**config.mk**
```make
export PLATFORM = sky130hd
export DESIGN_NAME = clock_frac_div_multi
export DESIGN_NICKNAME = d
export VERILOG_FILES = /design/src/rtl/clock_div_pkg.sv /design/src/rtl/clock_frac_div_channel.sv /design/src/rtl/clock_frac_div_multi.sv
export SDC_FILE = /design/constraint.sdc
export NUM_CORES = 2
export LEC_CHECK = 0
export ABC_AREA = 1
export BUFFER_PORTS_ARGS = -buffer_cell sky130_fd_sc_hd__clkbuf_2
export CAP_MARGIN = 10
export CELL_PAD_IN_SITES_DETAIL_PLACEMENT = 0
export CELL_PAD_IN_SITES_GLOBAL_PLACEMENT = 2
export CORE_MARGIN = 5
export CORE_UTILIZATION = 32
export DETAILED_ROUTE_END_ITERATION = 10
export MAX_ROUTING_LAYER = met4
export PLACE_DENSITY = 0.78
export SLEW_MARGIN = 0
export SYNTH_ARGS = -nofsm -noshare
export SYNTH_HDL_FRONTEND = slang
export SYNTH_SLANG_ARGS = --single-unit
```
**constraint.sdc**
```tcl
create_clock -name clock -period 5.7 [get_ports clock]
set_clock_uncertainty 0.1 [all_clocks]
set_input_delay 0 -clock clock [delete_from_list [all_inputs] [get_ports clock]]
set_output_delay 0 -clock clock [all_outputs]
set_load 0.05 [all_outputs]
```
**src/rtl/clock_div_pkg.sv**
```systemverilog
// Shared types for the fractional clock divider: FSM states, the ratio
// record held in the shadow/active registers, and the sanitising helpers
// applied whenever a ratio is loaded into the active registers.
package clock_div_pkg;

    // Widest supported mfi/mfn/mfd.  Channels zero-extend their ratio
    // inputs into this width so one record type serves every WIDTH.
    localparam int DIV_WMAX = 16;

    typedef logic [DIV_WMAX-1:0] div_word_t;
    // One extra bit: period lengths go up to mfi + 1 and s = acc + mfn
    // needs the carry bit.
    typedef logic [DIV_WMAX:0]   div_len_t;

    localparam div_len_t DIV_LEN_ONE = div_len_t'(1);

    typedef enum logic [1:0] {
        IDLE = 2'd0,
        RUN  = 2'd1,
        STOP = 2'd2
    } div_state_e;

    typedef struct packed {
        div_word_t mfi;
        div_word_t mfn;
        div_word_t mfd;
    } div_cfg_t;

    localparam div_cfg_t DIV_CFG_RESET = '{
        mfi: div_word_t'(1),
        mfn: div_word_t'(0),
        mfd: div_word_t'(1)
    };

    // True when the requested ratio cannot be used as given.
    function automatic logic cfg_invalid(input div_cfg_t c);
        return (c.mfi == '0) || (c.mfd == '0) || (c.mfn >= c.mfd);
    endfunction

    // mfi==0 runs as 1; a zero denominator or an improper fraction drops
    // the fraction.  A zero denominator is also replaced by 1 so the
    // accumulator compare (s >= mfd) never produces a spurious carry.
    function automatic div_cfg_t cfg_sanitise(input div_cfg_t c);
        div_cfg_t r;
        r = c;
        if (c.mfi == '0) begin
            r.mfi = div_word_t'(1);
        end
        if ((c.mfd == '0) || (c.mfn >= c.mfd)) begin
            r.mfn = '0;
        end
        if (c.mfd == '0) begin
            r.mfd = div_word_t'(1);
        end
        return r;
    endfunction

endpackage

```
**src/rtl/clock_frac_div_channel.sv**
```systemverilog
// One fractional divider channel: run/stop FSM, shadow and active ratio
// registers, phase accumulator and period counter.
//
// Handshakes: enable is a level request answered by enable_ack while the
// channel is running (RUN or STOP).  update is 4-phase: a rising update
// seen while update_ack is low and nothing is pending captures the ratio
// inputs; update_ack rises once that ratio is active and falls the cycle
// after update is seen low.  Ratio inputs are ignored outside a capture.
module clock_frac_div_channel
    import clock_div_pkg::*;
#(
    parameter int WIDTH = 8
) (
    input  logic             clock,
    input  logic             reset,
    input  logic             enable,
    input  logic             update,
    input  logic [WIDTH-1:0] mfi,
    input  logic [WIDTH-1:0] mfn,
    input  logic [WIDTH-1:0] mfd,
    output logic             enable_ack,
    output logic             update_ack,
    output logic             div_tick,
    output logic             cfg_err
);

    div_state_e state_q, state_d;
    div_len_t   cnt_q, cnt_d;
    div_len_t   len_q, len_d;
    div_word_t  acc_q, acc_d;
    div_cfg_t   act_q, act_d;
    div_cfg_t   shd_q, shd_d;
    logic       pend_q, pend_d;
    logic       uack_q, uack_d;
    logic       err_q, err_d;

    div_cfg_t   cfg_in;
    div_len_t   sum;
    div_len_t   diff;
    div_len_t   len_cur;
    logic       carry;
    logic       tick;
    logic       cap;

    assign cfg_in = '{
        mfi: div_word_t'(mfi),
        mfn: div_word_t'(mfn),
        mfd: div_word_t'(mfd)
    };

    // Next-state logic: period length at cnt==0, tick, FSM and handshakes.
    always_comb begin
        state_d = state_q;
        cnt_d   = cnt_q;
        len_d   = len_q;
        acc_d   = acc_q;
        act_d   = act_q;
        shd_d   = shd_q;
        pend_d  = pend_q;
        uack_d  = uack_q;
        err_d   = err_q;

        // Length of the period is decided on its first cycle and held in
        // len_q afterwards; with len==1 the first cycle is also the tick.
        sum     = div_len_t'(acc_q) + div_len_t'(act_q.mfn);
        diff    = sum - div_len_t'(act_q.mfd);
        carry   = (sum >= div_len_t'(act_q.mfd));
        len_cur = (cnt_q == '0) ? (div_len_t'(act_q.mfi) + div_len_t'(carry)) : len_q;
        tick    = (state_q != IDLE) && (cnt_q == (len_cur - DIV_LEN_ONE));
        cap     = update && !uack_q && !pend_q;

        if (cap) begin
            shd_d = cfg_in;
        end
        if (uack_q && !update) begin
            uack_d = 1'b0;
        end

        case (state_q)
            IDLE: begin
                if (enable) begin
                    // A capture in this same cycle starts RUN on the new ratio.
                    state_d = RUN;
                    cnt_d   = '0;
                    acc_d   = '0;
                    act_d   = cfg_sanitise(cap ? cfg_in : shd_q);
                    err_d   = cfg_invalid(cap ? cfg_in : shd_q);
                    if (cap || pend_q) begin
                        pend_d = 1'b0;
                        uack_d = 1'b1;
                    end
                end else if (pend_q) begin
                    act_d  = cfg_sanitise(shd_q);
                    err_d  = cfg_invalid(shd_q);
                    acc_d  = '0;
                    pend_d = 1'b0;
                    uack_d = 1'b1;
                end else if (cap) begin
                    pend_d = 1'b1;
                end
            end
            default: begin
                // RUN and STOP count identically; STOP only records that
                // the channel ends at the boundary unless enable returns.
                if (cnt_q == '0) begin
                    len_d = len_cur;
                    acc_d = carry ? diff[DIV_WMAX-1:0] : sum[DIV_WMAX-1:0];
                end
                if (tick) begin
                    cnt_d   = '0;
                    state_d = enable ? RUN : IDLE;
                    if (pend_q) begin
                        act_d  = cfg_sanitise(shd_q);
                        err_d  = cfg_invalid(shd_q);
                        acc_d  = '0;
                        pend_d = 1'b0;
                        uack_d = 1'b1;
                    end
                end else begin
                    cnt_d   = cnt_q + DIV_LEN_ONE;
                    state_d = enable ? RUN : STOP;
                end
                if (cap) begin
                    pend_d = 1'b1;
                end
            end
        endcase
    end

    // State and datapath registers with synchronous reset.
    always_ff @(posedge clock) begin
        if (reset) begin
            state_q <= IDLE;
            cnt_q   <= '0;
            len_q   <= '0;
            acc_q   <= '0;
            act_q   <= DIV_CFG_RESET;
            shd_q   <= DIV_CFG_RESET;
            pend_q  <= 1'b0;
            uack_q  <= 1'b0;
            err_q   <= 1'b0;
        end else begin
            state_q <= state_d;
            cnt_q   <= cnt_d;
            len_q   <= len_d;
            acc_q   <= acc_d;
            act_q   <= act_d;
            shd_q   <= shd_d;
            pend_q  <= pend_d;
            uack_q  <= uack_d;
            err_q   <= err_d;
        end
    end

    assign enable_ack = (state_q != IDLE);
    assign update_ack = uack_q;
    assign cfg_err    = err_q;
    // The tick is combinational from state, so it is masked while reset
    // is asserted to keep the reset cycle quiet.
    assign div_tick   = tick && !reset;

endmodule

```
**src/rtl/clock_frac_div_multi.sv**
```systemverilog
// Multi-channel fractional clock divider: CHANNELS independent copies of
// clock_frac_div_channel, each emitting a one-cycle tick per output period
// of MFI + MFN/MFD clock cycles.
module clock_frac_div_multi #(
    parameter int CHANNELS = 4,  // 1..16
    parameter int WIDTH    = 8   // 4..16
) (
    input  logic                           clock,
    input  logic                           reset,
    input  logic [CHANNELS-1:0]            enable,
    output logic [CHANNELS-1:0]            enable_ack,
    input  logic [CHANNELS-1:0]            update,
    output logic [CHANNELS-1:0]            update_ack,
    input  logic [CHANNELS-1:0][WIDTH-1:0] mfi,
    input  logic [CHANNELS-1:0][WIDTH-1:0] mfn,
    input  logic [CHANNELS-1:0][WIDTH-1:0] mfd,
    output logic [CHANNELS-1:0]            div_tick,
    output logic [CHANNELS-1:0]            cfg_err
);

    // One independent divider per channel; no shared state.
    for (genvar g = 0; g < CHANNELS; g++) begin : g_ch
        clock_frac_div_channel #(
            .WIDTH(WIDTH)
        ) u_ch (
            .clock      (clock),
            .reset      (reset),
            .enable     (enable[g]),
            .update     (update[g]),
            .mfi        (mfi[g]),
            .mfn        (mfn[g]),
            .mfd        (mfd[g]),
            .enable_ack (enable_ack[g]),
            .update_ack (update_ack[g]),
            .div_tick   (div_tick[g]),
            .cfg_err    (cfg_err[g])
        );
    end

endmodule

```
==> metrics.cfg <==
[worst_setup_path]
critPathMaxStageDelay_ps=390
worstRegToRegCells=45
cp_slowest_cell=fa_2
crit_arrival_ps=6650
end_kind=register
crit_type=reg -> reg
worstPathRequired_ps=6120
start_kind=register
crit_fanout=3
path_common_cell=buf_4

[route]
vias=46800
dr.pass1.iters=8
drc_errors=0
wl_um=158000
routed_via_density=4.98
drtAntennaViolNets=0
drt-initial-drc-count=2832
wl_per_cell_um=16.8

[power_and_ir_drop]
total_power_mw=24.7
leakage_nw=26.1
powerDensity_nw_per_um2=416
ir_drop_uv=232

[cells_and_area]
num-nets-final=7962
drive_gt1_share_pct=26.5
stdcell_area_um2=59300
syn_to_final_growth_pct=38.1
regArea_um2=12200
multi_input_area_um2=30100
n_fill_cell=13800
final_common_cell=nand2_1
final_cell_mix=nand2_1 (1,341), buf_4 (749), inv_1 (696), dfxtp_1 (572), a21oi_1 (552)
diodes=0

[hold_path]
hp-class=in -> reg
min_path_cells=4

[clock_network]
clock_latency_ps=680
cts_max_path_buffers=3
clkSlewWorstSetupHoldPaths_ps=60
cts_buffers=82
cts_tree=built
cts.sinks=604
htreeDepth=3
cts_root_buffer=clkbuf_16

[global_routing]
grt-ovfl-total=0
grt_pass1_vias=45400
grt_pass1_wl_um=246000
grtUsageTotal_pct=21.8
antenna_found_initial=2
grt_max_degree=140

[yosys]
synth_area_um2=43000
async_flop_share_pct=0
synth_top_cell_area_share_pct=28.1
syn_nets=7036
ys.warnings.count=0
netlist_instances=6646
yosys-top-cells-area=dfxtp_1 (28%), nand2_1 (13%), ha_1 (8.0%), a21oi_1 (6.9%), o21ai_0 (6.3%)
yosysTopAreaCell=dfxtp_1
synth_edf_count=0
synth_seq_cells=604
ys_seq_area_share_pct=28.1
syn_avg_cell_area_um2=6.47
synthFlopType=dfxtp_1
synth.distinct_cells=68

[die]
std_cell_rows=134
io_pins=122
die_y_um=377
die_width_um=377
coreArea_um2=133000
start_util_pct=32.2
fp.dieArea_um2=142000

[sta]
period_share_pct=109
postLayoutSetupSlackWorst_ps=-522
slew_viol_final=0
slew_headroom_pct=27.5
finalSetupViolations=226
rsz0062_at_grt=true
worstMarginPinSlew_ps=1090
layout_min_cycle_time_ps=6220
finalHoldViolCount=0
fmax_mhz=161

[place]
dpl_cell_area_um2=49500
place_hpwl_um=109000
gp_congestion=0.873
io_buffers=121

[status]
outcome=finished, violations left
violations=negative setup slack

[run]
cap_violations=0

kinds of logic after synthesis:
logic type,after synthesis,synth area share [%]
AOI/OAI and AO/OA,1471,18.6
DFF,604,28.1
adders and majority gates,284,8.41
buffers and inverters,1041,9.95
and+or+nand+nor,3082,31.5
muxes,4,0.0932
xor gates and xnor gates,160,3.26
worst paths after layout:
| kind | from | endpoint | slack [ps] |
|---|---|---|---|
| max reg2reg | g_ch[3].u_ch.acc_q[0] | g_ch[3].u_ch.acc_q[15] | -520 |
| min | mfn[12] | g_ch[1].u_ch.shd_q[20] | 70 |
| min reg2reg | g_ch[1].u_ch.len_q[4] | g_ch[1].u_ch.len_q[4] | 350 |
| max | g_ch[3].u_ch.acc_q[0] | g_ch[3].u_ch.acc_q[15] | -520 |
timing repair:
| action | 4_1_cts | 5_1_grt |
|---|---|---|
| hold buffers | 125 | 0 |
| resized for setup | 395 | 572 |
| gates cloned | 5 | 10 |
| buffers inserted | 177 | 93 |
| hold endpoints to repair | 303 | 0 |
| pin swaps | 183 | 303 |
| endpoints found under the setup margin | 344 | 344 |
Yosys cell counts (11+ instances only):
master    instances
clkbuf_1        188
nor3_1          109
nand3_1         442
nor2_2           37
xor2_1          126
nand3_2          13
or2_2           101
buf_6            24
o21ai_1          75
ha_1            276
o31ai_1          17
dfxtp_1         604
o22ai_1          41
nor2_4           30
xnor2_1          34
nor4_1           22
a31oi_1          47
inv_2            17
nand4_1         111
buf_4            31
clkinv_1         15
nand2_2          42
inv_1           719
buf_1            13
nand2_1        1525
nor2_1          607
o21ai_0         545
a21oi_1         594
o211ai_1         71
buf_2            28
nand3b_1         22
o21bai_1         11
worst max-delay path, delay by kind of cell (launching register included):
family,cells,cell delay [ps]
AO/OA/AOI/OAI,5,560
XOR/XNOR,1,120
adder cells (fa/ha/maj),3,860
buffers and inverters,26,3090
flip-flops,1,360
AND/OR/NAND/NOR,10,1000
where the power goes:
group / switching [mW] / internal (mW)
clock network: 2.14 / 2.96
registers: 0.370 / 4.66
logic: 7.48 / 7.06
total: 9.99 / 14.7
state kept, by name, summed over array words and instances, names as in the netlist:
register	count
g_ch.u_ch.act_q	192
g_ch.u_ch.shd_q	192
g_ch.u_ch.cnt_q	68
g_ch.u_ch.len_q	68
g_ch.u_ch.acc_q	64
g_ch.u_ch.state_q	8
g_ch.u_ch.cfg_err	4
g_ch.u_ch.pend_q	4
g_ch.u_ch.update_ack	4
layout make-up:
type / instances / area share [%]
flip-flops and latches: 604 / 20.5
multi-input cells: 5004 / 50.7
inverters: 754 / 4.85
repair buffers: 1126 / 15.9
well taps: 1768 / 3.73
clock inverters: 25 / 0.377
clock buffers: 117 / 3.97
through the flow:
stage	util, %	setup TNS [ps]	instances	worst slack [ps]	hold WS (ps)
global placement	37.1	-190020	8887	-886	171
CTS	42.2	-51550	9332	-668	24.9
detailed placement	37.1	-216530	8887	-952	177
global route	44.5	-160290	9398	-861	68.5
finish	44.5	-49690	9398	-522	74.0
floorplan	-	0	6646	67.2	-27.6
per-layer routing:
| metal | track usage [%] | wire length [um] | vias to the layer above |
|---|---|---|---|
| li1 | - | - | 23900 |
| met1 | 27.6 | 72500 | 21900 |
| met2 | 37.0 | 76600 | 791 |
| met3 | 2.39 | 5280 | 224 |
| met4 | 5.97 | 3900 | 0 |
| met5 | - | 0 | - |
(Power assumes the default switching activity.)
